File: src/rtl/branch_predictor.sv
`default_nettype none
// ============================================================================
// Module      : branch_predictor
// Description : Fetch-stage dynamic branch predictor. Direct-mapped BTB with
//               2-bit saturating direction counters, combinational IF lookup,
//               EX-stage resolution/training, mispredict redirect and
//               saturating performance counters.
// Revision    : 1.0 - initial release
// ============================================================================
module branch_predictor #(
    parameter int WIDTH   = 32,
    parameter int ENTRIES = 16
) (
    input  logic             clk,
    input  logic             rst_n,
    // Fetch-stage lookup
    input  logic [WIDTH-1:0] pc_IF,
    output logic             pred_taken_IF,
    output logic [WIDTH-1:0] pred_target_IF,
    // Execute-stage resolution
    input  logic             valid_EX,
    input  logic             is_branch_EX,
    input  logic [WIDTH-1:0] pc_EX,
    input  logic             taken_EX,
    input  logic [WIDTH-1:0] target_EX,
    input  logic             pred_taken_EX,
    input  logic [WIDTH-1:0] pred_target_EX,
    output logic             mispredict_EX,
    output logic [WIDTH-1:0] redirect_pc_EX,
    // Performance counters
    output logic [31:0]      branch_cnt,
    output logic [31:0]      mispredict_cnt
);

    localparam int               c_idx_w = $clog2(ENTRIES);
    localparam int               c_tag_w = WIDTH - c_idx_w - 2;
    localparam logic [WIDTH-1:0] c_four  = WIDTH'(4);
    localparam logic [1:0]       c_ctr_reset = 2'b01;
    localparam logic [1:0]       c_ctr_alloc = 2'b10;

    // BTB storage
    logic               r_valid  [ENTRIES];
    logic [c_tag_w-1:0] r_tag    [ENTRIES];
    logic [WIDTH-1:0]   r_target [ENTRIES];
    logic [1:0]         r_ctr    [ENTRIES];

    logic [31:0] r_branch_cnt;
    logic [31:0] r_mispredict_cnt;

    // Lookup side
    logic [c_idx_w-1:0] w_if_idx;
    logic [c_tag_w-1:0] w_if_tag;
    logic               w_if_hit;

    // Resolution side
    logic [c_idx_w-1:0] w_ex_idx;
    logic [c_tag_w-1:0] w_ex_tag;
    logic               w_ex_hit;
    logic               w_mispredict;
    logic [WIDTH-1:0]   w_pc_plus4;
    logic               w_branch_inc;

    // Instructions are word aligned, so the low two PC bits carry no information
    logic w_unused_pc_lsbs;
    assign w_unused_pc_lsbs = ^{pc_IF[1:0], pc_EX[1:0]};

    assign w_if_idx = pc_IF[c_idx_w+1:2];
    assign w_if_tag = pc_IF[WIDTH-1:c_idx_w+2];
    assign w_if_hit = r_valid[w_if_idx] && (r_tag[w_if_idx] == w_if_tag);

    assign pred_taken_IF  = w_if_hit && r_ctr[w_if_idx][1];
    assign pred_target_IF = pred_taken_IF ? r_target[w_if_idx] : '0;

    assign w_ex_idx   = pc_EX[c_idx_w+1:2];
    assign w_ex_tag   = pc_EX[WIDTH-1:c_idx_w+2];
    assign w_ex_hit   = r_valid[w_ex_idx] && (r_tag[w_ex_idx] == w_ex_tag);
    assign w_pc_plus4 = pc_EX + c_four;

    // Mispredict detection: wrong direction, wrong taken target, or a
    // non-branch that was steered by a stale BTB entry
    always_comb begin
        w_mispredict = 1'b0;
        if (valid_EX) begin
            if (is_branch_EX) begin
                w_mispredict = (taken_EX != pred_taken_EX) ||
                               (taken_EX && pred_taken_EX && (target_EX != pred_target_EX));
            end else begin
                w_mispredict = pred_taken_EX;
            end
        end
    end

    assign mispredict_EX  = w_mispredict;
    assign redirect_pc_EX = (valid_EX && is_branch_EX && taken_EX) ? target_EX : w_pc_plus4;

    // BTB training from the resolved EX outcome; lookups see old contents this cycle
    always_ff @(posedge clk or negedge rst_n) begin
        if (!rst_n) begin
            for (int i = 0; i < ENTRIES; i++) begin
                r_valid[i]  <= 1'b0;
                r_tag[i]    <= '0;
                r_target[i] <= '0;
                r_ctr[i]    <= c_ctr_reset;
            end
        end else if (valid_EX) begin
            if (is_branch_EX) begin
                if (w_ex_hit) begin
                    if (taken_EX) begin
                        if (r_ctr[w_ex_idx] != 2'b11) begin
                            r_ctr[w_ex_idx] <= r_ctr[w_ex_idx] + 2'd1;
                        end
                        r_target[w_ex_idx] <= target_EX;
                    end else if (r_ctr[w_ex_idx] != 2'b00) begin
                        r_ctr[w_ex_idx] <= r_ctr[w_ex_idx] - 2'd1;
                    end
                end else if (taken_EX) begin
                    // Allocation evicts whatever occupied the slot
                    r_valid[w_ex_idx]  <= 1'b1;
                    r_tag[w_ex_idx]    <= w_ex_tag;
                    r_target[w_ex_idx] <= target_EX;
                    r_ctr[w_ex_idx]    <= c_ctr_alloc;
                end
            end else if (pred_taken_EX && w_ex_hit) begin
                // Entry predicted a redirect for a non-branch: drop it
                r_valid[w_ex_idx] <= 1'b0;
            end
        end
    end

    assign w_branch_inc = valid_EX && is_branch_EX;

    // Saturating performance counters
    always_ff @(posedge clk or negedge rst_n) begin
        if (!rst_n) begin
            r_branch_cnt     <= '0;
            r_mispredict_cnt <= '0;
        end else begin
            if (w_branch_inc && (r_branch_cnt != 32'hFFFF_FFFF)) begin
                r_branch_cnt <= r_branch_cnt + 32'd1;
            end
            if (w_mispredict && (r_mispredict_cnt != 32'hFFFF_FFFF)) begin
                r_mispredict_cnt <= r_mispredict_cnt + 32'd1;
            end
        end
    end

    assign branch_cnt     = r_branch_cnt;
    assign mispredict_cnt = r_mispredict_cnt;

endmodule
`default_nettype wire

File: config.mk
export PLATFORM = sky130hd
export DESIGN_NAME = branch_predictor
export DESIGN_NICKNAME = d
export VERILOG_FILES = /design/src/rtl/branch_predictor.sv
export SDC_FILE = /design/constraint.sdc
export NUM_CORES = 2
export LEC_CHECK = 0
export ABC_CLOCK_PERIOD_IN_PS = 4300
export BUFFER_PORTS_ARGS = -buffer_cell sky130_fd_sc_hd__buf_4
export CAP_MARGIN = 20
export CORE_UTILIZATION = 47
export CTS_BUF_LIST = sky130_fd_sc_hd__clkbuf_8 sky130_fd_sc_hd__clkbuf_16
export DETAILED_ROUTE_END_ITERATION = 10
export SYNTH_ARGS = -nofsm -noshare
export SYNTH_HDL_FRONTEND = slang
export SYNTH_SLANG_ARGS = --single-unit
File: constraint.sdc
create_clock -name clk -period 4.3 [get_ports clk]
set_input_delay 0.43 -clock clk [delete_from_list [all_inputs] [get_ports clk]]
set_output_delay 0.43 -clock clk [all_outputs]
set_load 0.01 [all_outputs]
==> impl_metrics.env <==
export IMPL_status="finished, final reports clean"
export IMPL_start_util_pct=47.4
export IMPL_arrival_ps=3730
export IMPL_synth_seq_cells=1040
export IMPL_die_area_um2=115000
export IMPL_grt_max_degree=131
export IMPL_drv_slew=0
export IMPL_worstPathMaxFanout=33
export IMPL_hold_path_end="r_tag[238]$_DFFE_PN0P_"
export IMPL_drt_total_wl_mm=161
export IMPL_yosys_area_top_type="dfrtp_1"
export IMPL_synth_edf_count=0
export IMPL_async_reset_ff_share_pct=100
export IMPL_power_leakage_nw=27.6
export IMPL_track_usage_pct=28.2
export IMPL_timing_reg2reg_setup_slack_ps=530
export IMPL_vias=32900
export IMPL_final_layout_size_suffix_gt1_share_pct=50.8
export IMPL_cts_sinks=1040
export IMPL_avgRoutedWirePerCell_um=30.0
export IMPL_cts_tree="done"
export IMPL_utilization_pct=54.6
export IMPL_cp_end_kind="output pin"
export IMPL_vdd_drop_max_v=0.000291
export IMPL_grt_pass1_wl_mm=241
export IMPL_design_area_um2=61400
export IMPL_syn_inst=3590
export IMPL_min_from="pc_EX[10]"
export IMPL_slowest_stage="mux4_2"
export IMPL_htree_levels=3
export IMPL_grt_setup_unrepaired="false"
export IMPL_synthTopCellsByArea="dfrtp_1 (48%), mux2_2 (17%), mux4_2 (16%), mux2_4 (2.4%), mux2i_1 (2.0%)"
export IMPL_r2r_start="r_tag[44]$_DFFE_PN0P_"
export IMPL_cts_buffer_depth=3
export IMPL_r2r_cells=11
export IMPL_p_total_w=0.0261
export IMPL_place_area_um2=57600
export IMPL_cp_slowest_stage_delay_ps=550
export IMPL_hold_path_class="input port to register"
export IMPL_core_region_area_um2=112000
export IMPL_critical_path_class="register to output pin"
export IMPL_antenna_found_initial=5
export IMPL_die_x_um=339
export IMPL_area_growth_pct=15.1
export IMPL_rows=123
export IMPL_syn_avg_cell_area_um2=14.9
export IMPL_fin_crit_ps=4160
export IMPL_clk_latency_ps=710
export IMPL_whs_path_depth=2
export IMPL_overflow=0
export IMPL_numPortBuffers=261
export IMPL_yosysSeqAreaShare_pct=48.8
export IMPL_worst_clock_skew_ps=24.4
export IMPL_ant_nets=0
export IMPL_fmax_mhz=241
export IMPL_finalNetCount=3915
export IMPL_synth_most_common_cell="dfrtp_1"
export IMPL_postCtsSetupBuffers=0
export IMPL_worstMarginPinSlew_ps=1080
export IMPL_synth_ff_type="dfrtp_1"
export IMPL_synth_common_cells="dfrtp_1 (1024), mux2_2 (821), mux4_2 (377), clkbuf_1 (221), nand2_1 (107)"
export IMPL_startpoint_type="register"
export IMPL_post_route_period_util_pct=96.7
export IMPL_setup_viol=0
export IMPL_path_clk_slew_ps=60
export IMPL_clock_root_buffer="clkbuf_16"
export IMPL_drt_iter0_drc=2577
export IMPL_r2r_end="r_tag[36]$_DFFE_PN0P_"
export IMPL_synthDistinctLibCells=61
export IMPL_netlist_area_um2=53300
export IMPL_power_density_nw_per_um2=425
export IMPL_syn_num_nets=3733
export IMPL_yosys_warnings=0
export IMPL_grt_pass1_vias=35700
export IMPL_dp_hpwl_mm=102
export IMPL_drc=0
export IMPL_cts_buffers=112
export IMPL_fillers=9068
export IMPL_die_h_um=339
export IMPL_dr_pass1_iters=6
export IMPL_required_ps=3870
export IMPL_avgViaCountPerCell=6.14
export IMPL_ios=264
export IMPL_maxCapViolCount=0
export IMPL_critical_path_cell_chain="mux4_2 > mux4_2 > xnor2_2 > nand4_1 > nor3_2 > nand4_1 > buf_12 > nor2b_2 > buf_4"
export IMPL_gp_congestion=0.870
export IMPL_synth_top_area_share_pct=48.0
export IMPL_finalHoldViolCount=0
export IMPL_slew_headroom_pct=28.0
==> worst max-delay path: cells and delay by family (launching register included) <==
kind | cells | cell delay (ps)
xor gates and xnor gates | 1 | 220
buffers and inverters | 2 | 400
DFF | 1 | 400
muxes | 2 | 1040
and+or+nand+nor | 4 | 920
==> state kept, by name, summed over array words and instances, names as in the netlist, named ones only <==
signal,cells
r_target,512
r_tag,416
branch_cnt,32
mispredict_cnt,32
r_ctr,32
==> layout make-up <==
class	instances	area [µm²]	share of cell area [%]
Sequential cell	1040	26000	42.4
Inverter	36	135	0.220
Clock inverter	72	628	1.02
Timing Repair Buffer	420	3900	6.35
Multi-Input combinational cell	2162	25700	41.8
Tap cell	1500	1880	3.06
Antenna cell	1	2.50	0.00408
Clock buffer	134	3130	5.10
==> routing by layer <==
layer / vias to the layer above / wire length [µm] / track usage [%]
met4: 2 / 5790 / 9.40
met5: - / 10 / 0
met3: 298 / 8710 / 4.56
met1: 17800 / 68500 / 38.7
met2: 1063 / 77800 / 45.8
li1: 13700 / - / -
==> layout by cell type, fill, tap and decap left out, types with 12 or more instances in the layout <==
cell type / Yosys / routed
a21oi_1: 19 / 19
xnor2_1: 96 / 92
nor4_1: 30 / 30
xor2_1: 84 / 84
nor2_4: 0 / 12
mux2_4: 86 / 86
nor3_1: 13 / 12
o32ai_2: 16 / 16
and3_1: 13 / 12
inv_1: 34 / 64
nor2_1: 62 / 48
nand4_1: 29 / 29
clkinv_2: 0 / 24
nor2b_1: 39 / 30
mux2_1: 53 / 53
clkbuf_16: 0 / 114
nand2_1: 107 / 107
dfrtp_1: 1024 / 1024
mux2_2: 821 / 821
a22oi_1: 22 / 22
o21ai_0: 40 / 40
mux2i_1: 105 / 105
mux4_2: 377 / 377
buf_12: 1 / 57
clkbuf_8: 0 / 22
nand3_1: 45 / 40
and2_2: 0 / 12
dfstp_2: 16 / 16
buf_4: 9 / 357
==> metrics by stage <==
step                      std cells  TNS [ps]  hold WS [ps]  setup WS (ps)
after floorplan                3590         0           134           82.2
after global placement         5157      -521           477          -53.4
after detailed placement       5157      -112           487          -69.4
after CTS                      5364         0          57.1           15.9
after global routing           5365         0          83.3           24.8
final                          5365         0           108            144
==> cell families after synthesis <==
kind of cell / Yosys count / share of synthesized area [%]
multiplexers: 1442 / 38.8
flip-flops: 1040 / 48.8
AO/OA/AOI/OAI: 147 / 2.14
XOR/XNOR: 180 / 2.96
adder cells (fa/ha/maj): 9 / 0.211
buffers and inverters: 388 / 3.47
AND/OR/NAND/NOR: 384 / 3.65
==> worst max-delay path by stage <==
stage,start,endpoint,depth (start not counted)
5_1_grt,r_tag[6]$_DFFE_PN0P_,pred_target_IF[15],10
3_5_place_dp,pc_IF[2],pred_target_IF[3],11
3_3_place_gp,pc_IF[2],pred_target_IF[1],11
4_1_cts,r_tag[21]$_DFFE_PN0P_,pred_target_IF[6],9
6_report,r_tag[11]$_DFFE_PN0P_,pred_target_IF[3],9
2_1_floorplan,pc_EX[3],r_ctr[1]$_DFFE_PN0P_,15
==> where the power goes <==
| group | switching (W) | internal (W) |
|---|---|---|
| registers | 0.000872 | 0.0111 |
| clock network | 0.00404 | 0.00579 |
| logic | 0.00185 | 0.00244 |
| total | 0.00676 | 0.0193 |
==> timing repair <==
item	CTS	global route
hold endpoints to repair	60	0
setup endpoints to repair	32	4
hold buffers	1	0
gates resized for setup	6	4
pin swaps	0	0
No activity file was read; power rests on OpenSTA's default activity.
